**config.mk**
```make
export PLATFORM = sky130hd
export DESIGN_NAME = hbridge_guard
export DESIGN_NICKNAME = d
export VERILOG_FILES = /design/src/rtl/hbridge_pkg.sv /design/src/rtl/hbridge_channel.sv /design/src/rtl/hbridge_guard.sv
export SDC_FILE = /design/constraint.sdc
export NUM_CORES = 1
export LEC_CHECK = 0
export CAP_MARGIN = 20
export CORE_ASPECT_RATIO = 0.9
export CORE_MARGIN = 10
export CORE_UTILIZATION = 50
export CTS_BUF_LIST = sky130_fd_sc_hd__clkbuf_8
export DETAILED_ROUTE_END_ITERATION = 10
export GPL_ROUTABILITY_DRIVEN = 0
export PLACE_DENSITY = 0.67
export SETUP_SLACK_MARGIN = 0.2
export SLEW_MARGIN = 10
export SYNTH_ARGS = -nofsm -noshare
export SYNTH_HDL_FRONTEND = slang
export SYNTH_SLANG_ARGS = --single-unit
```
**constraint.sdc**
```tcl
create_clock -name clk -period 3.1 [get_ports clk]
set_input_delay 0.465 -clock clk [delete_from_list [all_inputs] [get_ports clk]]
set_output_delay 0.465 -clock clk [all_outputs]
set_load 0.05 [all_outputs]
```
**src/rtl/hbridge_pkg.sv**
```systemverilog
// hbridge_pkg: shared command encodings, channel state encoding and command helpers
package hbridge_pkg;
  localparam logic [1:0] CMD_COAST = 2'b00;
  localparam logic [1:0] CMD_REV   = 2'b01;
  localparam logic [1:0] CMD_FWD   = 2'b10;
  localparam logic [1:0] CMD_BRAKE = 2'b11;
  typedef enum logic [2:0] {IDLE, DRIVE, DEAD, FAULT, HOLD} state_t;
  function automatic logic is_dir(input logic [1:0] c);
    return c == CMD_FWD || c == CMD_REV;
  endfunction
  function automatic logic is_stop(input logic [1:0] c);
    return c == CMD_COAST || c == CMD_BRAKE;
  endfunction
endpackage

```
**src/rtl/hbridge_channel.sv**
```systemverilog
// hbridge_channel: one bridge channel with dead-time, oc blanking/filtering and fault hold-off (HBRIDGE_FAULT_COUNT_EN adds a trip counter)
module hbridge_channel
  import hbridge_pkg::*;
#(
  parameter int DEAD_CYCLES  = 50,
  parameter int BLANK_CYCLES = 500,
  parameter int OC_FILT      = 8,
  parameter int RETRY_CYCLES = 5000000
) (
  input  logic       clk,
  input  logic       reset,
  input  logic [1:0] cmd,
  input  logic       oc,
  output logic [1:0] out,
  output logic       fault,
  output logic       busy
`ifdef HBRIDGE_FAULT_COUNT_EN
  ,
  output logic [7:0] fault_cnt
`endif
);
  localparam int DW = $clog2(DEAD_CYCLES + 1);
  localparam int BW = $clog2(BLANK_CYCLES + 1);
  localparam int FW = $clog2(OC_FILT + 1);
  localparam int RW = $clog2(RETRY_CYCLES + 1);
  state_t state, state_n;
  logic [1:0] out_n, dir, dir_n, oc_sync;
  logic [DW-1:0] dcnt, dcnt_n;
  logic [BW-1:0] bcnt, bcnt_n;
  logic [FW-1:0] fcnt, fcnt_n;
  logic [RW-1:0] rcnt, rcnt_n;
  logic oc_s, trip;
  assign oc_s  = oc_sync[1];
  assign trip  = state == DRIVE && bcnt == '0 && oc_s && fcnt == FW'(OC_FILT - 1);
  assign fault = state == FAULT || state == HOLD;
  assign busy  = state == DEAD || state == HOLD;
  // oc arrives asynchronously, so it passes two flops before anything looks at it
  always_ff @(posedge clk or negedge reset)
    if (!reset) oc_sync <= '0;
    else oc_sync <= {oc_sync[0], oc};
  // next state, next pin value and counter updates; a trip outranks any command change
  always_comb begin
    state_n = state;
    out_n   = out;
    dir_n   = dir;
    dcnt_n  = dcnt;
    bcnt_n  = bcnt;
    fcnt_n  = '0;
    rcnt_n  = rcnt;
    case (state)
      IDLE: begin
        out_n = cmd;
        if (is_dir(cmd)) begin
          state_n = DRIVE;
          dir_n   = cmd;
          bcnt_n  = BW'(BLANK_CYCLES);
        end
      end
      DRIVE: begin
        out_n  = cmd;
        bcnt_n = (bcnt == '0) ? '0 : bcnt - BW'(1);
        fcnt_n = (bcnt == '0 && oc_s) ? fcnt + FW'(1) : '0;
        if (trip) begin
          state_n = FAULT;
          out_n   = CMD_COAST;
        end else if (is_stop(cmd)) begin
          state_n = IDLE;
        end else if (cmd != dir) begin
          state_n = DEAD;
          out_n   = CMD_COAST;
          dcnt_n  = DW'(DEAD_CYCLES);
        end
      end
      DEAD: begin
        out_n  = CMD_COAST;
        dcnt_n = (dcnt == '0) ? '0 : dcnt - DW'(1);
        if (dcnt <= DW'(1)) begin
          out_n   = cmd;
          state_n = is_dir(cmd) ? DRIVE : IDLE;
          dir_n   = is_dir(cmd) ? cmd : dir;
          bcnt_n  = BW'(BLANK_CYCLES);
        end
      end
      FAULT: begin
        out_n   = CMD_COAST;
        rcnt_n  = RW'(RETRY_CYCLES);
        state_n = HOLD;
      end
      HOLD: begin
        out_n  = CMD_COAST;
        rcnt_n = (rcnt == '0) ? '0 : rcnt - RW'(1);
        if (rcnt == '0 && is_stop(cmd)) begin
          state_n = IDLE;
          out_n   = cmd;
        end
      end
      default: state_n = IDLE;
    endcase
  end
  // state, registered pin drive and counters
  always_ff @(posedge clk or negedge reset)
    if (!reset) begin
      state <= IDLE;
      out   <= '0;
      dir   <= '0;
      dcnt  <= '0;
      bcnt  <= '0;
      fcnt  <= '0;
      rcnt  <= '0;
    end else begin
      state <= state_n;
      out   <= out_n;
      dir   <= dir_n;
      dcnt  <= dcnt_n;
      bcnt  <= bcnt_n;
      fcnt  <= fcnt_n;
      rcnt  <= rcnt_n;
    end
`ifdef HBRIDGE_FAULT_COUNT_EN
  // saturating count of DRIVE-to-FAULT trips, cleared only by reset
  always_ff @(posedge clk or negedge reset)
    if (!reset) fault_cnt <= '0;
    else if (trip && fault_cnt != 8'hff) fault_cnt <= fault_cnt + 8'd1;
`endif
endmodule

```
**src/rtl/hbridge_guard.sv**
```systemverilog
// hbridge_guard: dual H-bridge protection, two independent channels (HBRIDGE_FAULT_COUNT_EN adds fault_cnt)
module hbridge_guard
  import hbridge_pkg::*;
#(
  parameter int DEAD_CYCLES  = 50,
  parameter int BLANK_CYCLES = 500,
  parameter int OC_FILT      = 8,
  parameter int RETRY_CYCLES = 5000000
) (
  input  logic        clk,
  input  logic        reset,
  input  logic [3:0]  in_cmd,
  input  logic [1:0]  oc,
  output logic [3:0]  IN,
  output logic [1:0]  fault,
  output logic [1:0]  busy
`ifdef HBRIDGE_FAULT_COUNT_EN
  ,
  output logic [15:0] fault_cnt
`endif
);
  hbridge_channel #(
    .DEAD_CYCLES(DEAD_CYCLES), .BLANK_CYCLES(BLANK_CYCLES),
    .OC_FILT(OC_FILT), .RETRY_CYCLES(RETRY_CYCLES)
  ) u_a (
    .clk(clk), .reset(reset), .cmd(in_cmd[1:0]), .oc(oc[0]),
    .out(IN[1:0]), .fault(fault[0]), .busy(busy[0])
`ifdef HBRIDGE_FAULT_COUNT_EN
    , .fault_cnt(fault_cnt[7:0])
`endif
  );
  hbridge_channel #(
    .DEAD_CYCLES(DEAD_CYCLES), .BLANK_CYCLES(BLANK_CYCLES),
    .OC_FILT(OC_FILT), .RETRY_CYCLES(RETRY_CYCLES)
  ) u_b (
    .clk(clk), .reset(reset), .cmd(in_cmd[3:2]), .oc(oc[1]),
    .out(IN[3:2]), .fault(fault[1]), .busy(busy[1])
`ifdef HBRIDGE_FAULT_COUNT_EN
    , .fault_cnt(fault_cnt[15:8])
`endif
  );
endmodule

```
# ---- After elaboration in Yosys (flattened, before gate mapping)
# Index checks and enable logic that the tools add are counted.
dict set report totals {
  ff_bits 102
  input_bits 8
  word_cells 164
}
dict set report classes {
  n_addsub 8
  magnitude_cmp 2
  n_eq_ne 32
  muxes 60
  n_reduce_logical 46
}
# cell count
set op_table {}
lappend op_table {{23-bit one-hot mux with 2 select lines} 2}
lappend op_table {{9-bit 2-to-1 mux} 6}
lappend op_table {{9-bit one-hot mux with 3 select lines} 2}
lappend op_table {{6-bit 2-to-1 mux} 8}
lappend op_table {{23-bit zero test} 2}
lappend op_table {{23-bit 2-to-1 mux} 2}
lappend op_table {{23-bit by 1-bit subtractor with 23-bit output (second input constant)} 2}
lappend op_table {{3-bit 2-to-1 mux} 12}
lappend op_table {{3-bit one-hot mux with 5 select lines} 2}
lappend op_table {{2-bit 2-to-1 mux} 14}
lappend op_table {{6-bit one-hot mux with 2 select lines} 2}
lappend op_table {{2-bit != test (second input constant)} 10}
lappend op_table {{2-bit one-hot mux with 5 select lines} 2}
lappend op_table {{9-bit zero test} 2}
lappend op_table {{9-bit by 1-bit subtractor with 9-bit output (second input constant)} 2}
lappend op_table {{4-bit 2-to-1 mux} 4}
lappend op_table {{4-bit AND reduction} 4}
lappend op_table {{3-bit by 2-bit == test with 1-bit output (second input constant)} 4}
lappend op_table {{6-bit by 1-bit less-or-equal comparator with 1-bit output (second input constant)} 2}
lappend op_table {{6-bit zero test} 2}
lappend op_table {{2-bit nonzero test} 6}
lappend op_table {{6-bit by 1-bit subtractor with 6-bit output (second input constant)} 2}
lappend op_table {{1-bit logical AND} 10}
lappend op_table {{5-bit nonzero test} 2}
lappend op_table {{other kinds (17)} 42}

# ---- Logic depth before layout (Yosys ltp)
dict set report logic_depth {
  depth_word 6
  ltp_mapped 8
  mapped_depth_nobuf 7
}

# ---- Cells and area by module
# From an unflattened synthesis, not the netlist that was laid out.
dict set report hier_totals {
  cells_unflattened 642
  hier_area_um2 5811.8
}
# module n_inst cells_each area_each_um2 seq_area_each_um2
set by_module_without_submodules {}
lappend by_module_without_submodules {{hbridge_channel at u_a} 1 330 2960.3 1276.2}
lappend by_module_without_submodules {{hbridge_channel at u_b} 1 312 2851.5 1276.2}

# ---- Least setup slack after synthesis
# Ideal clock, no wire load.
dict set report synth_timing {
  path_kind {reg2reg}
  from {register u_b.rcnt[7]}
  to {register u_b.rcnt[19]}
  setup_time_ns 0.069
  t_arrival_ns 2.548
  slack_ns 0.483
  stages_incl_launch_ff 8
  n_path_buf 2
  period_less_slack_ns 2.617
  cell_sequence {dfrtp_1 > or4_1 > buf_2 > or4_4 > buf_6 > or3_4 > or4_1 > nand3_1}
}
dict set report synth_between {
  elab_chain_len 3
  word_cells_on_any_way 4
  classes_between {1 x add/sub; 2 x mux; 1 x reduce/logical}
}
# item line
set synth_lines {}
lappend synth_lines {{start, declared} hbridge_channel.sv:31} ;# logic [RW-1:0] rcnt, rcnt_n;
lappend synth_lines {{start signal, assigned} hbridge_channel.sv:117} ;# rcnt <= rcnt_n;
lappend synth_lines {{23-bit by 1-bit subtractor with 23-bit output or 23-bit zero test (tied branches)} hbridge_channel.sv:91} ;# rcnt_n = (rcnt == '0) ? '0 : rcnt - RW'(1);
lappend synth_lines {{23-bit 2-to-1 mux *} hbridge_channel.sv:91}
lappend synth_lines {{23-bit one-hot mux with 2 select lines *} hbridge_channel.sv:50} ;# case (state)
# Mark *: on every way between the ends. The rest lies on a longest branch, timed or not.
# A chain may end at the register's enable or synchronous reset.

# ---- Worst setup path in the final report
dict set report layout_timing {
  from {register u_b.rcnt[7]}
  to {register u_b.rcnt[14]}
}
# Same word-level chain as after synthesis.

==> impl_metrics.env <==
export IMPL_clock_sinks=102
export IMPL_via_per_inst=5.94
export IMPL_synth_area_per_cell_um2=8.54
export IMPL_drt_iter0_markers=486
export IMPL_worstRegToRegCells=5
export IMPL_rr_endpoint="u_b.rcnt[14]"
export IMPL_ioPinCount=16
export IMPL_min_path_type="input port to asynchronous set/reset pin"
export IMPL_async_flop_share=1.00
export IMPL_drive_above_1_share=0.0695
export IMPL_ys_seq_area_frac=0.436
export IMPL_crit_path_end_kind="flop"
export IMPL_synth_cell_types=53
export IMPL_grt_overflow=0
export IMPL_critPathCapture="u_b.rcnt[14]"
export IMPL_vias=5027
export IMPL_wl_um=13100
export IMPL_maxSlewViolCount=0
export IMPL_syn_num_nets=706
export IMPL_io_buffers=15
export IMPL_diodes=0
export IMPL_cap_viol_max_count=0
export IMPL_tightest_slew_ns=0.824
export IMPL_status="finished, final reports clean"
export IMPL_critPathMaxFanout=10
export IMPL_nNetsFinal=708
export IMPL_ys_ff_latch=102
export IMPL_rsz0062_at_grt="false"
export IMPL_syn_area_um2=5860
export IMPL_cp_cell_sequence="or4_1, or4_4, nor4_4, o21ai_0, a221o_1"
export IMPL_period_needed_ns=2.71
export IMPL_fmax_ghz=0.368
export IMPL_critPathKind="flop to flop"
export IMPL_ys_warn_count=0
export IMPL_p_seq_frac=0.399
export IMPL_dpl_cell_count=833
export IMPL_seq_area_um2=2550
export IMPL_synth_edf_count=0
export IMPL_p_int_mw=3.09
export IMPL_hold_viol=0
export IMPL_antenna_found_initial=0
export IMPL_nFillCells=1064
export IMPL_fin_worst_skew_ns=0.0105
export IMPL_numCtsBuffers=9
export IMPL_avgRoutedWirePerCell_um=15.5
export IMPL_p_per_area_nw_per_um2=850
export IMPL_grt_usage=0.166
export IMPL_clk_pin_slew_ns=0.09
export IMPL_crit_slowest_cell="or4_1"
export IMPL_rows=37
export IMPL_dr_pass1_iters=5
export IMPL_stdcell_count=847
export IMPL_die_area_um2=16400
export IMPL_comb_power_share=0.422
export IMPL_cts_path_max_buffers=2
export IMPL_core_area_um2=11400
export IMPL_critical_path_startpoint="u_b.rcnt[7]"
export IMPL_die_y_um=123
export IMPL_areaGrowthSynthToFinish_pct=9.00
export IMPL_syn_inst=686
export IMPL_dpl_hpwl_um=9170
export IMPL_grt_max_degree=56
export IMPL_insertion_delay_ns=0.37
export IMPL_drc=0
export IMPL_slowest_delay_ns=0.66
export IMPL_relSlewSlack=0.451
export IMPL_setup_viol_count_final=0
export IMPL_postCtsHoldBufs=0
export IMPL_die_width_um=134
export IMPL_sw_frac_of_total=0.430
export IMPL_arrival_ns=2.97
export IMPL_clock_tree_root_cell="clkbuf_8"
export IMPL_synth_flop_cell="dfrtp_1"
export IMPL_switchingPower_mw=2.34
export IMPL_crit_required_ns=3.36
export IMPL_multi_input_area_um2=3020
export IMPL_worstSetupStartpointType="flop"
export IMPL_postCtsSetupBuffers=0
export IMPL_fin_util=0.558
export IMPL_cts_tree="built"
export IMPL_fin_crit_sh=0.876
export IMPL_grt_pass1_vias=4753
export IMPL_rrSetupSlack_ns=0.39
export IMPL_p_leak_nw=2.58
export IMPL_pwr_share_clk=0.179
export IMPL_r2r_start="u_b.rcnt[7]"
export IMPL_ir_drop_uv=367
export IMPL_antenna_left=0
export IMPL_htree_levels=3
export IMPL_initial_core_util=0.512
export IMPL_fin_tns_setup_ns=0
export IMPL_grt_pass1_wl_um=22900
critical path, delay by kind of cell (launching register included):
kind,cells,cell delay [ns]
AOI/OAI and AO/OA,2,0.52
and+or+nand+nor,3,1.64
DFF,1,0.44
worst min-delay path by stage:
stage                   start        endpoint  slack, ns  cells after the start
2_1_floorplan           reset     u_a.bcnt[0]       0.17                      0
3_3_place_gp   u_a.oc_sync[0]  u_a.oc_sync[1]       0.33                      0
3_5_place_dp   u_a.oc_sync[0]  u_a.oc_sync[1]       0.34                      0
4_1_cts                 reset     u_b.dcnt[3]       0.11                      1
5_1_grt                 reset     u_b.dcnt[3]       0.13                      1
6_report                reset     u_b.dcnt[3]       0.09                      1
layer usage:
metal	global-route usage	part of all wire
met4	0.0421	0.0070
met2	0.247	0.44
met1	0.238	0.52
met5	0	0
met3	0.0368	0.039
registers in the layout, summed over array words and instances, names as in the netlist:
name / flops
u_a.bcnt: 9
u_b.dir: 2
u_a.out: 2
u_a.dir: 2
u_b.dcnt: 6
u_a.state: 3
u_a.rcnt: 23
u_b.state: 3
u_a.oc_sync: 2
u_b.rcnt: 23
u_b.bcnt: 9
u_b.fcnt: 4
u_a.dcnt: 6
u_a.fcnt: 4
u_b.out: 2
u_b.oc_sync: 2
cell families (layout without fill, tap and decap cells):
| kind of cell | after synthesis | count (layout) | share of synthesized area |
|---|---|---|---|
| and+or+nand+nor | 282 | 282 | 0.254 |
| AOI/OAI and AO/OA | 201 | 201 | 0.204 |
| DFF | 102 | 102 | 0.436 |
| buffers and inverters | 68 | 73 | 0.0479 |
| xor gates and xnor gates | 14 | 14 | 0.0209 |
| adders and majority gates | 12 | 12 | 0.0256 |
| muxes | 7 | 7 | 0.0120 |
layout by cell type (no fill, tap or decap), types with 4 or more instances in the layout:
master,netlist,routed
xnor2_1,6,6
and2_1,4,4
or3b_2,5,5
or4_1,19,19
nand2_1,57,57
nor2b_1,11,11
nand3_1,16,16
o22ai_1,10,10
a31oi_1,22,22
dfrtp_1,102,102
xor2_1,8,8
inv_1,29,30
a21o_1,4,4
ha_1,12,12
clkbuf_8,0,9
nor3_1,26,26
buf_4,4,16
nor2_1,69,69
nand4_1,4,4
nand2b_1,13,13
and3_1,4,4
o31ai_1,12,12
a21oi_1,64,64
nor4_1,19,19
clkdlybuf4s50_1,0,10
mux2i_1,7,7
a221o_1,5,5
or2_2,8,8
or3_1,12,12
o21ai_0,61,61
cell type report:
class / count / area share
multi-input cells: 516 / 0.474
flip-flops and latches: 102 / 0.400
repair buffers: 30 / 0.0435
well taps: 156 / 0.0306
clock buffers: 9 / 0.0194
inverters: 29 / 0.0171
clock inverters: 5 / 0.0159
synth_stat cells, types with 12 or more instances:
cell type  count  area, µm²
nand2b_1      13       81.3
nor2_1        69        259
o31ai_1       12       90.1
dfrtp_1      102       2550
nor3_1        26        130
or4_1         19        143
inv_1         29        109
nor4_1        19        119
nand2_1       57        214
o21ai_0       61        305
a21oi_1       64        320
or3_1         12       75.1
ha_1          12        150
nand3_1       16       80.1
a31oi_1       22        138
clkbuf_1      32        120
power by group through the flow:
stage	combinational, mW	clock [mW]	sequential [mW]
detailed placement	2.29	0	2.17
finish	2.29	0.971	2.16
global route	2.58	1.06	2.24
global placement	2.21	0	2.15
floorplan	1.72	0	2.10
CTS	2.30	1.01	2.15
stage by stage:
step                hold slack [ns]  cell area [µm²]  power, mW  setup WS, ns
detailed placement            0.338             6150       4.46         0.413
global route                  0.132             6380       5.87         0.243
finish                       0.0915             6380       5.43         0.385
floorplan                     0.169             5860       3.82         0.483
global placement              0.333             6150       4.36         0.476
CTS                           0.112             6370       5.46         0.202
what timing repair did:
item | CTS | global route
endpoints found under the setup margin | 0 | 3
gates resized for setup | 0 | 3
endpoints found under the hold margin | 0 | 0
Power figures use the tool's default switching activity.
